File: src/rtl/axi_slave_read_pkg.sv
// Shared definitions for the AXI4 -> AXI-lite read bridge: response and burst
// codes, plus the burst-tracking FIFO entry layout.
package axi_slave_read_pkg;

  typedef enum logic [1:0] {
    RESP_OKAY   = 2'd0,
    RESP_EXOKAY = 2'd1,
    RESP_SLVERR = 2'd2,
    RESP_DECERR = 2'd3
  } axi_resp_t;

  typedef enum logic [1:0] {
    BURST_FIXED = 2'd0,
    BURST_INCR  = 2'd1,
    BURST_WRAP  = 2'd2
  } axi_burst_t;

  // Entries carry the widest supported ID; the top keeps only its low bits.
  localparam int FIFO_ID_W = 8;

  typedef struct packed {
    logic [FIFO_ID_W-1:0] id;
    logic [7:0]           len;
  } burst_entry_t;

endpackage

File: src/rtl/axi_addr.sv
// Burst next-address calculator shared by the read and write bridges:
// FIXED holds, INCR steps by 2^size (aligned), WRAP wraps at (len+1)*2^size.
module axi_addr
  import axi_slave_read_pkg::*;
#(
  parameter int AW = 6
) (
  input  logic [AW-1:0] last_addr,
  input  logic [2:0]    size,
  input  logic [1:0]    burst,
  input  logic [7:0]    len,
  output logic [AW-1:0] next_addr
);

  // Wide enough for a 256-beat x 128-byte wrap window without overflow.
  localparam int XW = AW + 16;

  logic [XW-1:0] incr, wrap_mask, aligned, bumped;

  always_comb begin
    incr      = XW'(1) << size;
    wrap_mask = ((XW'(len) + XW'(1)) << size) - XW'(1);
    aligned   = XW'(last_addr) & ~(incr - XW'(1));
    bumped    = aligned + incr;
    next_addr = last_addr;
    case (burst)
      BURST_INCR: next_addr = bumped[AW-1:0];
      BURST_WRAP: next_addr = AW'((XW'(last_addr) & ~wrap_mask) | (bumped & wrap_mask));
      default:    next_addr = last_addr;
    endcase
  end

endmodule

File: src/rtl/axi_slave_read.sv
// AXI4 read slave that splits each burst into single AXI-lite reads and
// reassembles the data into R beats. Optional: AXI_SLAVE_READ_RSKID_EN.
module axi_slave_read
  import axi_slave_read_pkg::*;
#(
  parameter int C_AXI_ID_WIDTH   = 2,
  parameter int C_AXI_DATA_WIDTH = 32,
  parameter int C_AXI_ADDR_WIDTH = 6,
  parameter int LGFIFO           = 4
) (
  input  logic                        S_AXI_ACLK,
  input  logic                        S_AXI_ARESET,
  input  logic                        S_AXI_ARVALID,
  output logic                        S_AXI_ARREADY,
  input  logic [C_AXI_ID_WIDTH-1:0]   S_AXI_ARID,
  input  logic [C_AXI_ADDR_WIDTH-1:0] S_AXI_ARADDR,
  input  logic [7:0]                  S_AXI_ARLEN,
  input  logic [2:0]                  S_AXI_ARSIZE,
  input  logic [1:0]                  S_AXI_ARBURST,
  input  logic                        S_AXI_ARLOCK,
  input  logic [3:0]                  S_AXI_ARCACHE,
  input  logic [2:0]                  S_AXI_ARPROT,
  input  logic [3:0]                  S_AXI_ARQOS,
  output logic                        S_AXI_RVALID,
  input  logic                        S_AXI_RREADY,
  output logic [C_AXI_ID_WIDTH-1:0]   S_AXI_RID,
  output logic [C_AXI_DATA_WIDTH-1:0] S_AXI_RDATA,
  output logic [1:0]                  S_AXI_RRESP,
  output logic                        S_AXI_RLAST,
  output logic                        M_AXI_ARVALID,
  input  logic                        M_AXI_ARREADY,
  output logic [C_AXI_ADDR_WIDTH-1:0] M_AXI_ARADDR,
  output logic [2:0]                  M_AXI_ARPROT,
  input  logic                        M_AXI_RVALID,
  output logic                        M_AXI_RREADY,
  input  logic [C_AXI_DATA_WIDTH-1:0] M_AXI_RDATA,
  input  logic [1:0]                  M_AXI_RRESP
);

  // Handshakes: a transfer happens on a rising edge where VALID && READY;
  // VALID never waits on READY, and payload holds while VALID && !READY.
  localparam int DW    = C_AXI_DATA_WIDTH;
  localparam int DEPTH = 1 << LGFIFO;

  logic [C_AXI_ADDR_WIDTH-1:0] ar_addr, next_addr;
  logic [7:0]   ar_len, arcnt, rcnt;
  logic [2:0]   ar_size;
  logic [1:0]   ar_burst;
  logic         m_arvalid, last_ar_hs, burst_active, ar_accept;
  burst_entry_t fifo_mem [DEPTH];
  burst_entry_t head;
  logic [LGFIFO:0] wr_ptr, rd_ptr;
  logic         fifo_full, pop;
  logic         ld, ld_last;
  logic [DW-1:0] ld_data;
  logic [1:0]   ld_resp;
  logic         unused_ok;

  assign unused_ok = ^{S_AXI_ARLOCK, S_AXI_ARCACHE, S_AXI_ARPROT, S_AXI_ARQOS, head};

  assign last_ar_hs    = m_arvalid && M_AXI_ARREADY && (arcnt == 8'd0);
  assign burst_active  = m_arvalid && !last_ar_hs;
  assign fifo_full     = (wr_ptr[LGFIFO] != rd_ptr[LGFIFO]) &&
                         (wr_ptr[LGFIFO-1:0] == rd_ptr[LGFIFO-1:0]);
  assign S_AXI_ARREADY = !S_AXI_ARESET && !burst_active && !fifo_full;
  assign ar_accept     = S_AXI_ARVALID && S_AXI_ARREADY;
  assign M_AXI_ARVALID = m_arvalid;
  assign M_AXI_ARADDR  = ar_addr;
  assign M_AXI_ARPROT  = 3'd0;

  axi_addr #(.AW(C_AXI_ADDR_WIDTH)) u_axi_addr (
    .last_addr (ar_addr),
    .size      (ar_size),
    .burst     (ar_burst),
    .len       (ar_len),
    .next_addr (next_addr)
  );

  // A new burst wins over the final address handshake of the previous one.
  always_ff @(posedge S_AXI_ACLK) begin
    if (S_AXI_ARESET) begin
      m_arvalid <= 1'b0;
      arcnt     <= 8'd0;
      ar_addr   <= '0;
      ar_len    <= 8'd0;
      ar_size   <= 3'd0;
      ar_burst  <= 2'd0;
    end else if (ar_accept) begin
      m_arvalid <= 1'b1;
      arcnt     <= S_AXI_ARLEN;
      ar_addr   <= S_AXI_ARADDR;
      ar_len    <= S_AXI_ARLEN;
      ar_size   <= S_AXI_ARSIZE;
      ar_burst  <= S_AXI_ARBURST;
    end else if (m_arvalid && M_AXI_ARREADY) begin
      ar_addr <= next_addr;
      if (arcnt == 8'd0) m_arvalid <= 1'b0;
      else               arcnt     <= arcnt - 8'd1;
    end
  end

  assign head    = fifo_mem[rd_ptr[LGFIFO-1:0]];
  assign ld_last = (rcnt == head.len);
  assign pop     = ld && ld_last;

  always_ff @(posedge S_AXI_ACLK) begin
    if (S_AXI_ARESET) begin
      wr_ptr <= '0;
      rd_ptr <= '0;
    end else begin
      if (ar_accept) wr_ptr <= wr_ptr + 1'b1;
      if (pop)       rd_ptr <= rd_ptr + 1'b1;
    end
  end

  always_ff @(posedge S_AXI_ACLK) begin
    if (ar_accept)
      fifo_mem[wr_ptr[LGFIFO-1:0]] <= '{id: FIFO_ID_W'(S_AXI_ARID), len: S_AXI_ARLEN};
  end

`ifdef AXI_SLAVE_READ_RSKID_EN
  logic [DW+1:0] sk_mem [2];
  logic          sk_rd, sk_wr, rready_q, in_hs, out_ok, sk_push, sk_pop;
  logic [1:0]    sk_cnt, sk_cnt_next;

  // Lite beats bypass the skid entries whenever they are empty and R can load.
  assign M_AXI_RREADY       = rready_q && !S_AXI_ARESET;
  assign in_hs              = M_AXI_RVALID && M_AXI_RREADY;
  assign out_ok             = !S_AXI_RVALID || S_AXI_RREADY;
  assign ld                 = out_ok && ((sk_cnt != 2'd0) || in_hs);
  assign {ld_resp, ld_data} = (sk_cnt != 2'd0) ? sk_mem[sk_rd] : {M_AXI_RRESP, M_AXI_RDATA};
  assign sk_pop             = ld && (sk_cnt != 2'd0);
  assign sk_push            = in_hs && ((sk_cnt != 2'd0) || !out_ok);
  assign sk_cnt_next        = sk_cnt + {1'b0, sk_push} - {1'b0, sk_pop};

  always_ff @(posedge S_AXI_ACLK) begin
    if (S_AXI_ARESET) begin
      sk_cnt   <= 2'd0;
      sk_rd    <= 1'b0;
      sk_wr    <= 1'b0;
      rready_q <= 1'b0;
    end else begin
      sk_cnt   <= sk_cnt_next;
      rready_q <= (sk_cnt_next != 2'd2);
      if (sk_push) sk_wr <= ~sk_wr;
      if (sk_pop)  sk_rd <= ~sk_rd;
    end
  end

  always_ff @(posedge S_AXI_ACLK) begin
    if (sk_push) sk_mem[sk_wr] <= {M_AXI_RRESP, M_AXI_RDATA};
  end
`else
  assign M_AXI_RREADY = !S_AXI_ARESET && (!S_AXI_RVALID || S_AXI_RREADY);
  assign ld           = M_AXI_RVALID && M_AXI_RREADY;
  assign ld_data      = M_AXI_RDATA;
  assign ld_resp      = M_AXI_RRESP;
`endif

  always_ff @(posedge S_AXI_ACLK) begin
    if (S_AXI_ARESET) begin
      S_AXI_RVALID <= 1'b0;
      S_AXI_RDATA  <= '0;
      S_AXI_RRESP  <= RESP_OKAY;
      S_AXI_RID    <= '0;
      S_AXI_RLAST  <= 1'b0;
      rcnt         <= 8'd0;
    end else if (ld) begin
      S_AXI_RVALID <= 1'b1;
      S_AXI_RDATA  <= ld_data;
      S_AXI_RRESP  <= ld_resp;
      S_AXI_RID    <= head.id[C_AXI_ID_WIDTH-1:0];
      S_AXI_RLAST  <= ld_last;
      rcnt         <= ld_last ? 8'd0 : rcnt + 8'd1;
    end else if (S_AXI_RREADY) begin
      S_AXI_RVALID <= 1'b0;
    end
  end

endmodule

File: config.mk
export PLATFORM = sky130hd
export DESIGN_NAME = axi_slave_read
export DESIGN_NICKNAME = d
export VERILOG_FILES = /design/src/rtl/axi_slave_read_pkg.sv /design/src/rtl/axi_addr.sv /design/src/rtl/axi_slave_read.sv
export SDC_FILE = /design/constraint.sdc
export NUM_CORES = 1
export LEC_CHECK = 0
export ABC_AREA = 1
export BUFFER_PORTS_ARGS = -buffer_cell sky130_fd_sc_hd__buf_2
export CORE_MARGIN = 2
export CORE_UTILIZATION = 55
export DETAILED_ROUTE_END_ITERATION = 16
export PLACE_DENSITY = 0.8
export SYNTH_ARGS = -nofsm -noshare
export SYNTH_HDL_FRONTEND = slang
export SYNTH_SLANG_ARGS = --single-unit
File: constraint.sdc
create_clock -name S_AXI_ACLK -period 3.2 [get_ports S_AXI_ACLK]
set_input_delay 0.64 -clock S_AXI_ACLK [delete_from_list [all_inputs] [get_ports S_AXI_ACLK]]
set_output_delay 0.64 -clock S_AXI_ACLK [all_outputs]
set_load 0.01 [all_outputs]
==> tab_implementation.tex <==
\begin{tabular}{lr}
\hline
Metric & Value \\
\hline
\multicolumn{2}{l}{\textbf{Outcome}} \\
\quad Result of the run & finished clean \\
\multicolumn{2}{l}{\textbf{Logic synthesis}} \\
\quad Count of state elements after synthesis & 246 \\
\quad Post-synth EDFFs & 160 \\
\quad Share of async-settable or async-resettable flops after synthesis & 0\% \\
\quad Post-synth cell types & 38 \\
\quad Sequential area share after synthesis & 59.14\% \\
\quad Syn Inst Count & 1242 \\
\quad Synthesized area divided by synthesized cell count & 8.885 µm² \\
\quad Syn. warnings & 0 \\
\quad Combined area of all synthesized cells & 11040 µm² \\
\quad Flip-flop cell with the highest count after synthesis & edfxtp\_1 \\
\multicolumn{2}{l}{\textbf{Run}} \\
\quad Max-cap violation count & 0 \\
\multicolumn{2}{l}{\textbf{Floorplanning}} \\
\quad Horizontal extent of the die & 145.7 µm \\
\quad Die ar. & 21210 µm² \\
\quad Number of cell rows & 51 \\
\quad Die Height & 145.7 µm \\
\quad Initial Utilization & 56.33\% \\
\quad I/O pin cnt & 123 \\
\quad Area of the core & 19590 µm² \\
\multicolumn{2}{l}{\textbf{Worst setup path}} \\
\quad Data required time at the worst endpoint & 3650 ps \\
\quad Category of the critical setup timing path & reg2reg \\
\quad Arrival time at the worst endpoint & 3150 ps \\
\quad Startpoint types & flop \\
\quad Maximum fanout count along the critical path & 5 \\
\quad Element type at the critical path end & flop \\
\multicolumn{2}{l}{\textbf{Place}} \\
\quad PortBufs & 107 \\
\quad Worst Setup Slack post-DPL & 523.4 ps \\
\quad Placer's final routability congestion estimate & 0.9222 \\
\quad Cell total after placement & 1590 \\
\quad Placed inst area & 11890 µm² \\
\quad DP Wirelength & 17210 µm \\
\multicolumn{2}{l}{\textbf{Clocking}} \\
\quad Root buffer selected by CTS & clkbuf\_16 \\
\quad Cells resized by post-CTS repair & 0 \\
\quad Insertion delay of the later-clocked pin in the worst-skew pair & 530 ps \\
\quad TritonCTS sink count & 246 \\
\quad Number of buffers on the longest clock path & 3 \\
\quad Setup bufs post-CTS & 0 \\
\quad H-tree lvl count & 1 \\
\quad CTS buffer count & 25 \\
\quad Clock Pin Slew Worst Setup and Hold Paths & 70 ps \\
\quad Clock tree from TritonCTS & done \\
\quad Hold-fix buffer count after cts & 0 \\
\multicolumn{2}{l}{\textbf{Pwr}} \\
\quad Final total power & 7.171 mW \\
\quad Power density over the cells & 560.5 nW/µm² \\
\quad Worst VDD drop & 0.0004561 V \\
\quad Leakage Power & 5.543 nW \\
\multicolumn{2}{l}{\textbf{Global routing}} \\
\quad Global Route Usage Sum & 24.58\% \\
\quad First-pass GRT wire length & 42230 µm \\
\quad Overflow left after global routing & 0 \\
\quad Via count of the first global-routing pass & 8383 \\
\quad Initial antenna violation count & 0 \\
\quad Largest net degree at the start of global routing & 85 \\
\multicolumn{2}{l}{\textbf{STA}} \\
\quad Final count of hold timing violations & 0 \\
\quad Setup ws final & 503.9 ps \\
\quad Count of pins over their slew limit & 0 \\
\quad Worst clock skew & 20.77 ps \\
\quad Setup violations, final & 0 \\
\quad Highest clock rate & 370.9 MHz \\
\quad Worst slew pin tran & 663.7 ps \\
\quad Shortest period the worst path allows & 2696 ps \\
\quad Slew margin rel. & 55.34\% \\
\quad Final Cycle Share & 84.25\% \\
\quad Unrepaired setup endpoints after global routing & false \\
\quad Sum of negative setup slack & 0 ps \\
\multicolumn{2}{l}{\textbf{Layout}} \\
\quad Non-Filler Instances & 1636 \\
\quad Flip-flop and latch area & 6528 µm² \\
\quad Leading cell type in the layout, fill and taps excluded & nand2\_1 \\
\quad Share of layout cells above drive strength 1 & 13.71\% \\
\quad Number of fill cells & 1530 \\
\quad Area Growth Syn to Fin & 15.93\% \\
\quad Ant. Diodes & 0 \\
\quad Number of nets in the finished design & 1439 \\
\quad Commonest non-fill, non-tap cells in the layout & nand2\_1 (376), nand3\_1 (163), edfxtp\_1 (160), inv\_1 (123), buf\_2 (107) \\
\quad Cell area after layout & 12790 µm² \\
\quad Multi-input combinational cell area & 3737 µm² \\
\multicolumn{2}{l}{\textbf{Detailed routing}} \\
\quad Sum of routed wire length over all layers & 26190 µm \\
\quad Vias after detailed routing & 8836 \\
\quad Remaining number of nets flagged by the antenna check after routing & 0 \\
\quad Starting DRC count in detailed routing & 811 \\
\quad Post-route DRC violation count & 0 \\
\quad Routed length per placed instance & 16.01 µm \\
\quad Vias/cell & 5.401 \\
\quad First-pass detailed-route iteration total & 5 \\
\multicolumn{2}{l}{\textbf{Hold path}} \\
\quad Worst min path class & in2reg \\
\hline
\end{tabular}
-- cells in the mapped netlist, drive strengths merged, types with 2 or more instances --
cell | count | area, µm²
inv | 127 | 476.7
ha | 13 | 162.7
xor2 | 11 | 96.34
edfxtp | 160 | 4805
nand4 | 14 | 87.58
o22ai | 7 | 43.79
nor3 | 6 | 30.03
or2 | 2 | 12.51
a211oi | 2 | 15.01
xnor2 | 3 | 26.28
nand3b | 3 | 22.52
o221ai | 6 | 52.55
a31oi | 6 | 37.54
a21oi | 34 | 170.2
clkinv | 5 | 18.77
buf | 27 | 166.4
o211ai | 7 | 52.55
nand2 | 376 | 1411
nor2 | 98 | 382.9
dfxtp | 86 | 1722
clkbuf | 31 | 117.6
a221oi | 2 | 17.52
o21ai | 46 | 230.2
nand3 | 164 | 825.8
-- worst paths after layout --
path	startpoint	endpoint	slack [ps]	cells after the start
worst max-delay path	ar_size[0]	flop	500	15
worst min-delay path	M_AXI_RDATA[6]	S_AXI_RDATA[6]	300	3
worst max register to register	ar_size[0]	flop	500	15
worst min register to register	S_AXI_RDATA[0]	S_AXI_RDATA[0]	460	2
-- layout make-up --
class	instances	share of cell area, %
flip-flops and latches	246	51.02
inverters	132	3.873
repair buffers	139	6.259
multi-input cells	808	29.21
clock buffers	32	5.418
clock inverters	14	1.623
well taps	265	2.592
-- kinds of logic after synthesis --
kind of cell | count (synthesis) | synth area share [%]
fa+ha+maj | 14 | 1.655
other cells | 1 | 0.03398
compound gates | 112 | 5.760
simple gates | 665 | 25.24
buf+inv | 190 | 7.063
xor+xnor | 14 | 1.111
flops | 246 | 59.14
-- metal layers --
| metal | track usage, % | vias to the layer above | share of wire (%) |
|---|---|---|---|
| met5 | 0 | - | 0 |
| met4 | 9.167 | 0 | 3.4 |
| met3 | 3.762 | 64 | 7.6 |
| met2 | 42.30 | 363 | 49 |
| met1 | 31.67 | 4090 | 40 |
| li1 | - | 4319 | - |
-- worst max-delay path: stages, from the launching register on --
cell,delay (ps)
dfxtp_1,400
clkinv_1,100
nor2_1,190
inv_1,100
nor2_1,260
inv_1,80
ha_1,290
nand2_1,60
inv_1,60
fa_1,440
nand3_1,110
nand3b_1,90
xnor2_1,140
nand3_1,80
and3_1,160
nor2_1,70
-- power by group --
| part | internal, mW | switching (mW) | total [mW] | leakage [nW] |
|---|---|---|---|---|
| Clock | 1.94 | 1.22 | 3.16 | 0.442 |
| Combinational | 0.181 | 0.335 | 0.517 | 2.95 |
| Sequential | 3.45 | 0.0458 | 3.50 | 2.15 |
-- stage by stage --
step	hold WS [ps]	utilization, %
floorplan	449.8	-
global placement	449.5	60.71
detailed placement	453.7	60.71
CTS	293.1	65.31
global route	306.7	65.31
finish	299.0	65.31
-- sequential cells by signal (all words and copies together) (netlist names), named ones only --
signal	flops
rcnt	8
wr_ptr	5
ar_burst	2
ar_len	6
rd_ptr	5
S_AXI_RVALID	1
S_AXI_RID	2
S_AXI_RRESP	2
S_AXI_RLAST	1
ar_size	3
S_AXI_RDATA	32
fifo_mem	160
arcnt	8
M_AXI_ARVALID	1
(Power assumes the default switching activity.)
